<file path="config.mk">
export PLATFORM = sky130hd
export DESIGN_NAME = pipe_control
export DESIGN_NICKNAME = d
export VERILOG_FILES = /design/src/rtl/pipe_ctrl_pkg.sv /design/src/rtl/ctrl_decode.sv /design/src/rtl/pipe_control.sv
export SDC_FILE = /design/constraint.sdc
export NUM_CORES = 1
export LEC_CHECK = 0
export ABC_AREA = 1
export CORE_MARGIN = 3
export CORE_UTILIZATION = 43
export CTS_BUF_LIST = sky130_fd_sc_hd__clkbuf_8
export CTS_CLUSTER_DIAMETER = 100
export CTS_CLUSTER_SIZE = 12
export DETAILED_ROUTE_END_ITERATION = 6
export PLACE_DENSITY = 0.79
export SYNTH_ARGS = -nofsm -noshare
export SYNTH_HDL_FRONTEND = slang
export SYNTH_SLANG_ARGS = --single-unit
</file>
<file path="constraint.sdc">
create_clock -name clk_i -period 1.76 [get_ports clk_i]
set_clock_uncertainty 0.15 [all_clocks]
set_input_delay 0.352 -clock clk_i [delete_from_list [all_inputs] [get_ports clk_i]]
set_output_delay 0.352 -clock clk_i [all_outputs]
set_load 0.005 [all_outputs]
</file>
<file path="src/rtl/pipe_ctrl_pkg.sv">
// rtl/pipe_ctrl_pkg.sv - shared opcodes, ALUOp encodings and control bundle for the MIPS control path
package pipe_ctrl_pkg;

  localparam logic [5:0] OP_RTYPE = 6'b000000;
  localparam logic [5:0] OP_ADDI  = 6'b001000;
  localparam logic [5:0] OP_LW    = 6'b100011;
  localparam logic [5:0] OP_SW    = 6'b101011;
  localparam logic [5:0] OP_BEQ   = 6'b000100;
  localparam logic [5:0] OP_J     = 6'b000010;

  localparam logic [1:0] ALUOP_ADD   = 2'b00;
  localparam logic [1:0] ALUOP_SUB   = 2'b01;
  localparam logic [1:0] ALUOP_FUNCT = 2'b10;

  typedef struct packed {
    logic       reg_dst;
    logic       alu_src;
    logic       mem_to_reg;
    logic       reg_write;
    logic       mem_read;
    logic       mem_write;
    logic       branch;
    logic       jump;
    logic [1:0] alu_op;
  } ctrl_t;

  localparam ctrl_t CTRL_NOP = '0;

endpackage

</file>
<file path="src/rtl/ctrl_decode.sv">
// rtl/ctrl_decode.sv - combinational opcode decode table, shared with the single-cycle core
module ctrl_decode
  import pipe_ctrl_pkg::*;
(
  input  logic [5:0] op,
  output ctrl_t      ctrl,
  output logic       illegal,
  output logic       uses_rt
);

  always_comb begin
    ctrl    = CTRL_NOP;
    illegal = 1'b0;
    case (op)
      OP_RTYPE: begin
        ctrl.reg_dst   = 1'b1;
        ctrl.reg_write = 1'b1;
        ctrl.alu_op    = ALUOP_FUNCT;
      end
      OP_ADDI: begin
        ctrl.alu_src   = 1'b1;
        ctrl.reg_write = 1'b1;
        ctrl.alu_op    = ALUOP_ADD;
      end
      OP_LW: begin
        ctrl.alu_src    = 1'b1;
        ctrl.mem_to_reg = 1'b1;
        ctrl.reg_write  = 1'b1;
        ctrl.mem_read   = 1'b1;
        ctrl.alu_op     = ALUOP_ADD;
      end
      OP_SW: begin
        ctrl.alu_src   = 1'b1;
        ctrl.mem_write = 1'b1;
        ctrl.alu_op    = ALUOP_ADD;
      end
      OP_BEQ: begin
        ctrl.branch = 1'b1;
        ctrl.alu_op = ALUOP_SUB;
      end
      OP_J: begin
        ctrl.jump = 1'b1;
      end
      default: illegal = 1'b1;
    endcase
  end

  // Instructions that actually read rt as a source operand
  assign uses_rt = (op == OP_RTYPE) || (op == OP_BEQ) || (op == OP_SW);

endmodule

</file>
<file path="src/rtl/pipe_control.sv">
// rtl/pipe_control.sv - pipelined control: decode, ID/EX-EX/MEM-MEM/WB control registers, hazard stall/flush
module pipe_control
  import pipe_ctrl_pkg::*;
#(
  parameter int REG_W     = 5,
  parameter int ALUOP_W   = 2,
  parameter int HAZARD_EN = 1
) (
  input  logic               clk_i,
  input  logic               rst_i,
  input  logic               freeze_i,
  input  logic [5:0]         Op_i,
  input  logic [REG_W-1:0]   rs_i,
  input  logic [REG_W-1:0]   rt_i,
  input  logic [REG_W-1:0]   rd_i,
  input  logic               eq_i,
  output logic               pc_write_o,
  output logic               ifid_write_o,
  output logic               flush_o,
  output logic               jump_o,
  output logic               branch_taken_o,
  output logic               illegal_o,
  output logic               ex_RegDst_o,
  output logic               ex_ALUSrc_o,
  output logic [ALUOP_W-1:0] ex_ALUOp_o,
  output logic [REG_W-1:0]   ex_dest_o,
  output logic               ex_RegWrite_o,
  output logic               mem_MemRead_o,
  output logic               mem_MemWrite_o,
  output logic               mem_RegWrite_o,
  output logic [REG_W-1:0]   mem_dest_o,
  output logic               wb_RegWrite_o,
  output logic               wb_MemtoReg_o,
  output logic [REG_W-1:0]   wb_dest_o
);

  ctrl_t            id_ctrl;
  logic             id_uses_rt;
  logic [REG_W-1:0] id_dest;

  ctrl_decode u_decode (
    .op      (Op_i),
    .ctrl    (id_ctrl),
    .illegal (illegal_o),
    .uses_rt (id_uses_rt)
  );

  // A non-writing instruction carries dest 0 so it can never match a hazard compare
  assign id_dest = !id_ctrl.reg_write ? '0 : (id_ctrl.reg_dst ? rd_i : rt_i);

  logic ex_mem_read, ex_mem_write, ex_mem_to_reg;
  logic mem_mem_to_reg;

  logic ex_rs_hit, ex_rt_hit, mem_rs_hit, mem_rt_hit;
  logic load_use, branch_hazard, stall, advance;

  assign ex_rs_hit  = (ex_dest_o != '0) && (ex_dest_o == rs_i);
  assign ex_rt_hit  = (ex_dest_o != '0) && (ex_dest_o == rt_i);
  assign mem_rs_hit = (mem_dest_o != '0) && (mem_dest_o == rs_i);
  assign mem_rt_hit = (mem_dest_o != '0) && (mem_dest_o == rt_i);

  assign load_use = ex_mem_read && (ex_rs_hit || (id_uses_rt && ex_rt_hit));

  // beq compares in ID, so it waits for ALU results in EX and load data still in MEM
  assign branch_hazard = id_ctrl.branch &&
                         ((ex_RegWrite_o && (ex_rs_hit || ex_rt_hit)) ||
                          (mem_MemRead_o && (mem_rs_hit || mem_rt_hit)));

  assign stall   = (HAZARD_EN != 0) && (load_use || branch_hazard);
  assign advance = !freeze_i && !stall;

  assign pc_write_o     = advance;
  assign ifid_write_o   = advance;
  assign branch_taken_o = advance && id_ctrl.branch && eq_i;
  assign jump_o         = advance && id_ctrl.jump;
  assign flush_o        = branch_taken_o || jump_o;

  always_ff @(posedge clk_i or posedge rst_i) begin
    if (rst_i) begin
      ex_RegDst_o    <= 1'b0;
      ex_ALUSrc_o    <= 1'b0;
      ex_ALUOp_o     <= '0;
      ex_dest_o      <= '0;
      ex_RegWrite_o  <= 1'b0;
      ex_mem_read    <= 1'b0;
      ex_mem_write   <= 1'b0;
      ex_mem_to_reg  <= 1'b0;
      mem_MemRead_o  <= 1'b0;
      mem_MemWrite_o <= 1'b0;
      mem_RegWrite_o <= 1'b0;
      mem_mem_to_reg <= 1'b0;
      mem_dest_o     <= '0;
      wb_RegWrite_o  <= 1'b0;
      wb_MemtoReg_o  <= 1'b0;
      wb_dest_o      <= '0;
    end else if (!freeze_i) begin
      if (stall) begin
        ex_RegDst_o   <= CTRL_NOP.reg_dst;
        ex_ALUSrc_o   <= CTRL_NOP.alu_src;
        ex_ALUOp_o    <= ALUOP_W'(CTRL_NOP.alu_op);
        ex_dest_o     <= '0;
        ex_RegWrite_o <= CTRL_NOP.reg_write;
        ex_mem_read   <= CTRL_NOP.mem_read;
        ex_mem_write  <= CTRL_NOP.mem_write;
        ex_mem_to_reg <= CTRL_NOP.mem_to_reg;
      end else begin
        ex_RegDst_o   <= id_ctrl.reg_dst;
        ex_ALUSrc_o   <= id_ctrl.alu_src;
        ex_ALUOp_o    <= ALUOP_W'(id_ctrl.alu_op);
        ex_dest_o     <= id_dest;
        ex_RegWrite_o <= id_ctrl.reg_write;
        ex_mem_read   <= id_ctrl.mem_read;
        ex_mem_write  <= id_ctrl.mem_write;
        ex_mem_to_reg <= id_ctrl.mem_to_reg;
      end
      mem_MemRead_o  <= ex_mem_read;
      mem_MemWrite_o <= ex_mem_write;
      mem_RegWrite_o <= ex_RegWrite_o;
      mem_mem_to_reg <= ex_mem_to_reg;
      mem_dest_o     <= ex_dest_o;
      wb_RegWrite_o  <= mem_RegWrite_o;
      wb_MemtoReg_o  <= mem_mem_to_reg;
      wb_dest_o      <= mem_dest_o;
    end
  end

endmodule

</file>
# Yosys cells after proc, flatten, opt, wreduce, memory -nomap -nowiden
# Cells that the tools add are included.
# classes
n_bitwise	0
magnitude_cmp	0
div_mod_pow	0
n_eq_ne	9
addsub	0
n_mul	0
n_reduce_logical	29
mux	18
shift	0
# ops
operator	n
$eq 5x5->1	4
$mux 5	3
$logic_and 1x1->1	13
$mux 1	13
$eq 6x6->1 const B	2
$reduce_bool 5->1	2
$logic_or 1x1->1	8
$eq 6x2->1 const B	1
$eq 6x3->1 const B	1
$eq 6x4->1 const B	1
$logic_not 6->1	1
$reduce_or 3->1	2
$reduce_or 6->1	1
$pmux 2 s2	1
$logic_not 1->1	2
$mux 2	1
# totals
output_inout_bits	31
inputBits	25
ff_bits	27
mem_count	0
latch_bits	0
mem_bits_ro	0
mem_bits_rw	0
elab_cells	70

# Longest topological paths before layout
# depth
ltp_word	12
depth_mapped	13
mapped_depth_nobuf	12

# Hierarchy
# Synthesis repeated with hierarchy kept, for this count alone.
# unflattened
cells_unflattened	255
area_unflattened_um2	1786.7
# modules_own_cells
mod	n_inst	cells_per_inst	seq_area_each_um2	area_per_inst_um2
pipe_control	1	221	725.7	1622.8
ctrl_decode	1	34	0.0	163.9

# Worst setup path before layout
# OpenSTA, ideal clock, no wires.
# synth_timing
path_kind	register -> output
startpoint	register ex_dest_o[2]
endpoint	output pc_write_o
path_buffers	1
arrival_time_ps	1392
stages_incl_launch_ff	12
required_ps	1258
path_slack_ps	-134
cell_sequence	dfrtp_1 -> xnor2_1 -> nand2_1 -> nor2_1 -> nand2_1 -> nand2_1 -> nand2_1 -> nand2_2 -> nand2_4 -> nand2_4 -> inv_1 -> buf_4
# synth_between
elab_chain_len	9
elab_cells_between_ends	15
classes_between	eq/ne (2); reduce/logical (13)
# synth_lines
element	line_no	text
start, declared	pipe_control.sv:26	output logic [REG_W-1:0] ex_dest_o,
start signal, assigned	pipe_control.sv:110	ex_dest_o <= id_dest;
$eq 5x5->1, or another cell as far along	pipe_control.sv:57	assign ex_rs_hit = (ex_dest_o != '0) && (ex_dest_o == rs_i);
$logic_and 1x1->1 (on tied branches)	pipe_control.sv:57, pipe_control.sv:58	
$logic_or 1x1->1	pipe_control.sv:66	((ex_RegWrite_o && (ex_rs_hit || ex_rt_hit)) ||
$logic_and 1x1->1	pipe_control.sv:66	
$logic_or 1x1->1	pipe_control.sv:66	
$logic_and 1x1->1	pipe_control.sv:65	assign branch_hazard = id_ctrl.branch &&
$logic_or 1x1->1 *	pipe_control.sv:69	assign stall = (HAZARD_EN != 0) && (load_use || branch_hazard);
$logic_not 1->1 *	pipe_control.sv:70	assign advance = !freeze_i && !stall;
$logic_and 1x1->1 *	pipe_control.sv:70	
end, declared	pipe_control.sv:17	output logic pc_write_o,
# Every way passes the cells marked *; elsewhere a longest branch is shown, timed or not.

# Final worst setup path
# layout_timing
startpoint	register ex_dest_o[4]
endpoint	output flush_o
# layout_between
elab_chain_len	12
elab_cells_between_ends	19
classes_between	eq/ne (2); reduce/logical (17)
# layout_lines
element	line_no	text
$eq 5x5->1, or another cell as far along	pipe_control.sv:57	
$logic_and 1x1->1 (on tied branches)	pipe_control.sv:57, pipe_control.sv:58	
$logic_or 1x1->1	pipe_control.sv:66	
$logic_and 1x1->1	pipe_control.sv:66	
$logic_or 1x1->1	pipe_control.sv:66	
$logic_and 1x1->1	pipe_control.sv:65	
$logic_or 1x1->1 *	pipe_control.sv:69	
$logic_not 1->1 *	pipe_control.sv:70	
$logic_and 1x1->1 *	pipe_control.sv:70	
$logic_and 1x1->1 (2 in a row)	pipe_control.sv:74	assign branch_taken_o = advance && id_ctrl.branch && eq_i;
$logic_or 1x1->1 *	pipe_control.sv:76	assign flush_o = branch_taken_o || jump_o;
end, declared	pipe_control.sv:19	output logic flush_o,
# Marked as above.

==> results.sh <==
export IMPL_reg2reg_slack_ps=-180
export IMPL_synth_area_per_cell_sq_um=7.11
export IMPL_wl_per_cell_microns=15.0
export IMPL_status="finished with violations"
export IMPL_grt_max_degree=33
export IMPL_clk_latency_ps=270
export IMPL_root_buffer="clkbuf_8"
export IMPL_areaGrowthSynthToFinish_pct=79.0
export IMPL_top_regs="ex_dest_o: 5 flops, mem_dest_o: 5 flops, wb_dest_o: 5 flops"
export IMPL_synth_flop_cell="dfrtp_1"
export IMPL_hold_buffers=0
export IMPL_synth_async_reset_ratio=1.00
export IMPL_cp_start_kind="flip-flop"
export IMPL_ant_nets=0
export IMPL_diodes=0
export IMPL_synth_top_area_share=0.396
export IMPL_comb_power_share=0.253
export IMPL_hpwlAfterDp_microns=3560
export IMPL_timing_max_cap_violations=0
export IMPL_synth_most_common_cell="nand2_1"
export IMPL_yosysSeqAreaShare=0.396
export IMPL_synth_edf_count=0
export IMPL_drc=0
export IMPL_synth_nets=265
export IMPL_synth_top_cells_by_count="93 x nand2_1, 35 x inv_1, 27 x dfrtp_1"
export IMPL_dr_first_iter_drc_count=102
export IMPL_worst_slew_pin_slew_ps=353
export IMPL_p_sw_mw=0.375
export IMPL_reg2reg_from="ex_dest_o[2]"
export IMPL_io_buffers=55
export IMPL_hp_class="in2async"
export IMPL_die_w_microns=69.0
export IMPL_post_place_ws_ps=-1010
export IMPL_ys_types=21
export IMPL_worstSetupPathType="reg2out"
export IMPL_syn_inst=240
export IMPL_setup_violations=17
export IMPL_required_ps=1260
export IMPL_placedCellCount=373
export IMPL_holdWs_ps=282
export IMPL_routed_via_density=5.07
export IMPL_hold_viol=0
export IMPL_switching_share=0.279
export IMPL_vias=2088
export IMPL_worstPathArrival_ps=1930
export IMPL_timing_critical_path_fanout_max=3
export IMPL_endpoint="flush_o"
export IMPL_cts_buffers=3
export IMPL_setup_ws_ps=-677
export IMPL_end_kind="output pin"
export IMPL_r2r_cells=12
export IMPL_row_count=22
export IMPL_path_clk_slew_ps=90
export IMPL_violations="negative setup slack"
export IMPL_yosysWarningCount=0
export IMPL_r2r_end="ex_ALUSrc_o"
export IMPL_max_clock_freq_ghz=0.410
export IMPL_start_util=0.456
export IMPL_syn_cell_area_sq_mm=0.00171
export IMPL_sequentialPowerShare=0.483
export IMPL_cts_buffer_depth=2
export IMPL_yosys_area_top_type="dfrtp_1"
export IMPL_crit_start="ex_dest_o[4]"
export IMPL_fp_dieArea_sq_mm=0.00476
export IMPL_track_usage=0.263
export IMPL_seq_area_sq_um=684
export IMPL_intPower_mw=0.968
export IMPL_fin_nets=390
export IMPL_tritoncts="done"
export IMPL_num_fill_cells=234
export IMPL_timing_final_crit_share=1.38
export IMPL_maxSlewHeadroom=0.764
export IMPL_ys_ff_latch=27
export IMPL_routed_wl_microns=6190
export IMPL_antenna_found_initial=0
export IMPL_die_height_microns=69.0
export IMPL_dr_pass1_iters=4
export IMPL_h_tree_depth=1
export IMPL_finalSetupTns_ps=-4740
export IMPL_synth_area_leaders="dfrtp_1 40%, nand2_1 20%, inv_1 7.7%, xnor2_1 4.6%, o21ai_0 4.1%"
export IMPL_gp_congestion=0.848
export IMPL_grt_setup_unrepaired="true"
export IMPL_pwr_density_cell_mw_per_mm2=440
export IMPL_slew_viol_final=0
export IMPL_drive_gt1_frac=0.409
export IMPL_cts_sinks=27
export IMPL_overflow=0
export IMPL_min_period_ps=2440
export IMPL_first_global_vias=2120
export IMPL_design_core_area_sq_mm=0.00374
export IMPL_stdcell_count=412
export IMPL_ir_drop_v=0.000280
export IMPL_grt_pass1_wl_microns=9220
export IMPL_leakagePower_nw=1.71
export IMPL_multi_input_comb_area_sq_mm=0.00102
export IMPL_pwr_share_clk=0.264
export IMPL_io_pins=56
-- cell type report --
cell class | count | area share
inverters | 35 | 0.0447
multi-input cells | 173 | 0.334
clock inverters | 1 | 0.00164
well taps | 48 | 0.0197
flip-flops and latches | 27 | 0.224
clock buffers | 3 | 0.0135
repair buffers | 125 | 0.362
-- per-stage QoR --
step | area (sq um) | utilization | total power [mW]
global placement | 2540 | 0.678 | 0.922
CTS | 2910 | 0.777 | 1.31
global route | 3050 | 0.816 | 1.40
floorplan | 1710 | - | 0.773
finish | 3050 | 0.816 | 1.34
detailed placement | 2540 | 0.678 | 0.928
-- how the worst min path moves through the flow --
| stage | endpoint | slack (ps) |
|---|---|---|
| floorplan | ex_ALUOp_o[0] | 250 |
| global placement | mem_MemWrite_o | 310 |
| detailed placement | mem_MemWrite_o | 320 |
| CTS | ex_RegDst_o | 300 |
| global route | wb_MemtoReg_o | 340 |
| finish | mem_dest_o[3] | 280 |
-- power by group through the flow --
stage	clock network [mW]	logic [mW]	registers [mW]
finish	0.355	0.340	0.649
global route	0.379	0.367	0.651
CTS	0.358	0.307	0.647
detailed placement	0	0.270	0.659
global placement	0	0.264	0.658
floorplan	0	0.114	0.659
-- timing repair --
item                                    CTS  global route
endpoints found under the hold margin     0             0
buffers inserted                         36             9
gates resized for setup                 114            39
endpoints found under the setup margin   24            24
cloned                                    0             0
pin swaps                                37            33
-- worst max-delay path, stage by stage (launching register included) --
cell and delay [ps]:
dfrtp_2 450, buf_6 120, xor2_1 140, nor2_2 160
nand2_2 100, nand2_2 90, nand2_2 60, nand2_4 90
nand2_4 60, nand3b_1 120, buf_4 130, nand2_2 40
buf_2 110
-- routing by layer --
metal,GRT usage,part of all wire,vias to the layer above
met3,0.0357,0.069,22
li1,-,-,988
met2,0.502,0.53,96
met1,0.275,0.36,982
met5,0,0,-
met4,0.136,0.039,0
-- placed cells by master (no fill, tap or decap), drive strengths merged --
cell type       n
o21ai          19
dlygate4sd2    16
clkbuf          5
clkdlybuf4s15   1
nor2           17
clkdlybuf4s50  23
xor2            6
xnor2           9
nand2          98
dlymetal6s2s    3
clkinv          1
inv            35
nand3          13
a21oi           1
buf            80
nand4           8
dfrtp          27
nand3b          1
nor3b           1
-- cell families after synthesis --
family,after synthesis,synth area share
xor+xnor,15,0.0770
compound gates,20,0.0763
simple gates,138,0.350
flops,27,0.396
buf+inv,40,0.101
No activity file was read; power rests on OpenSTA's default activity.
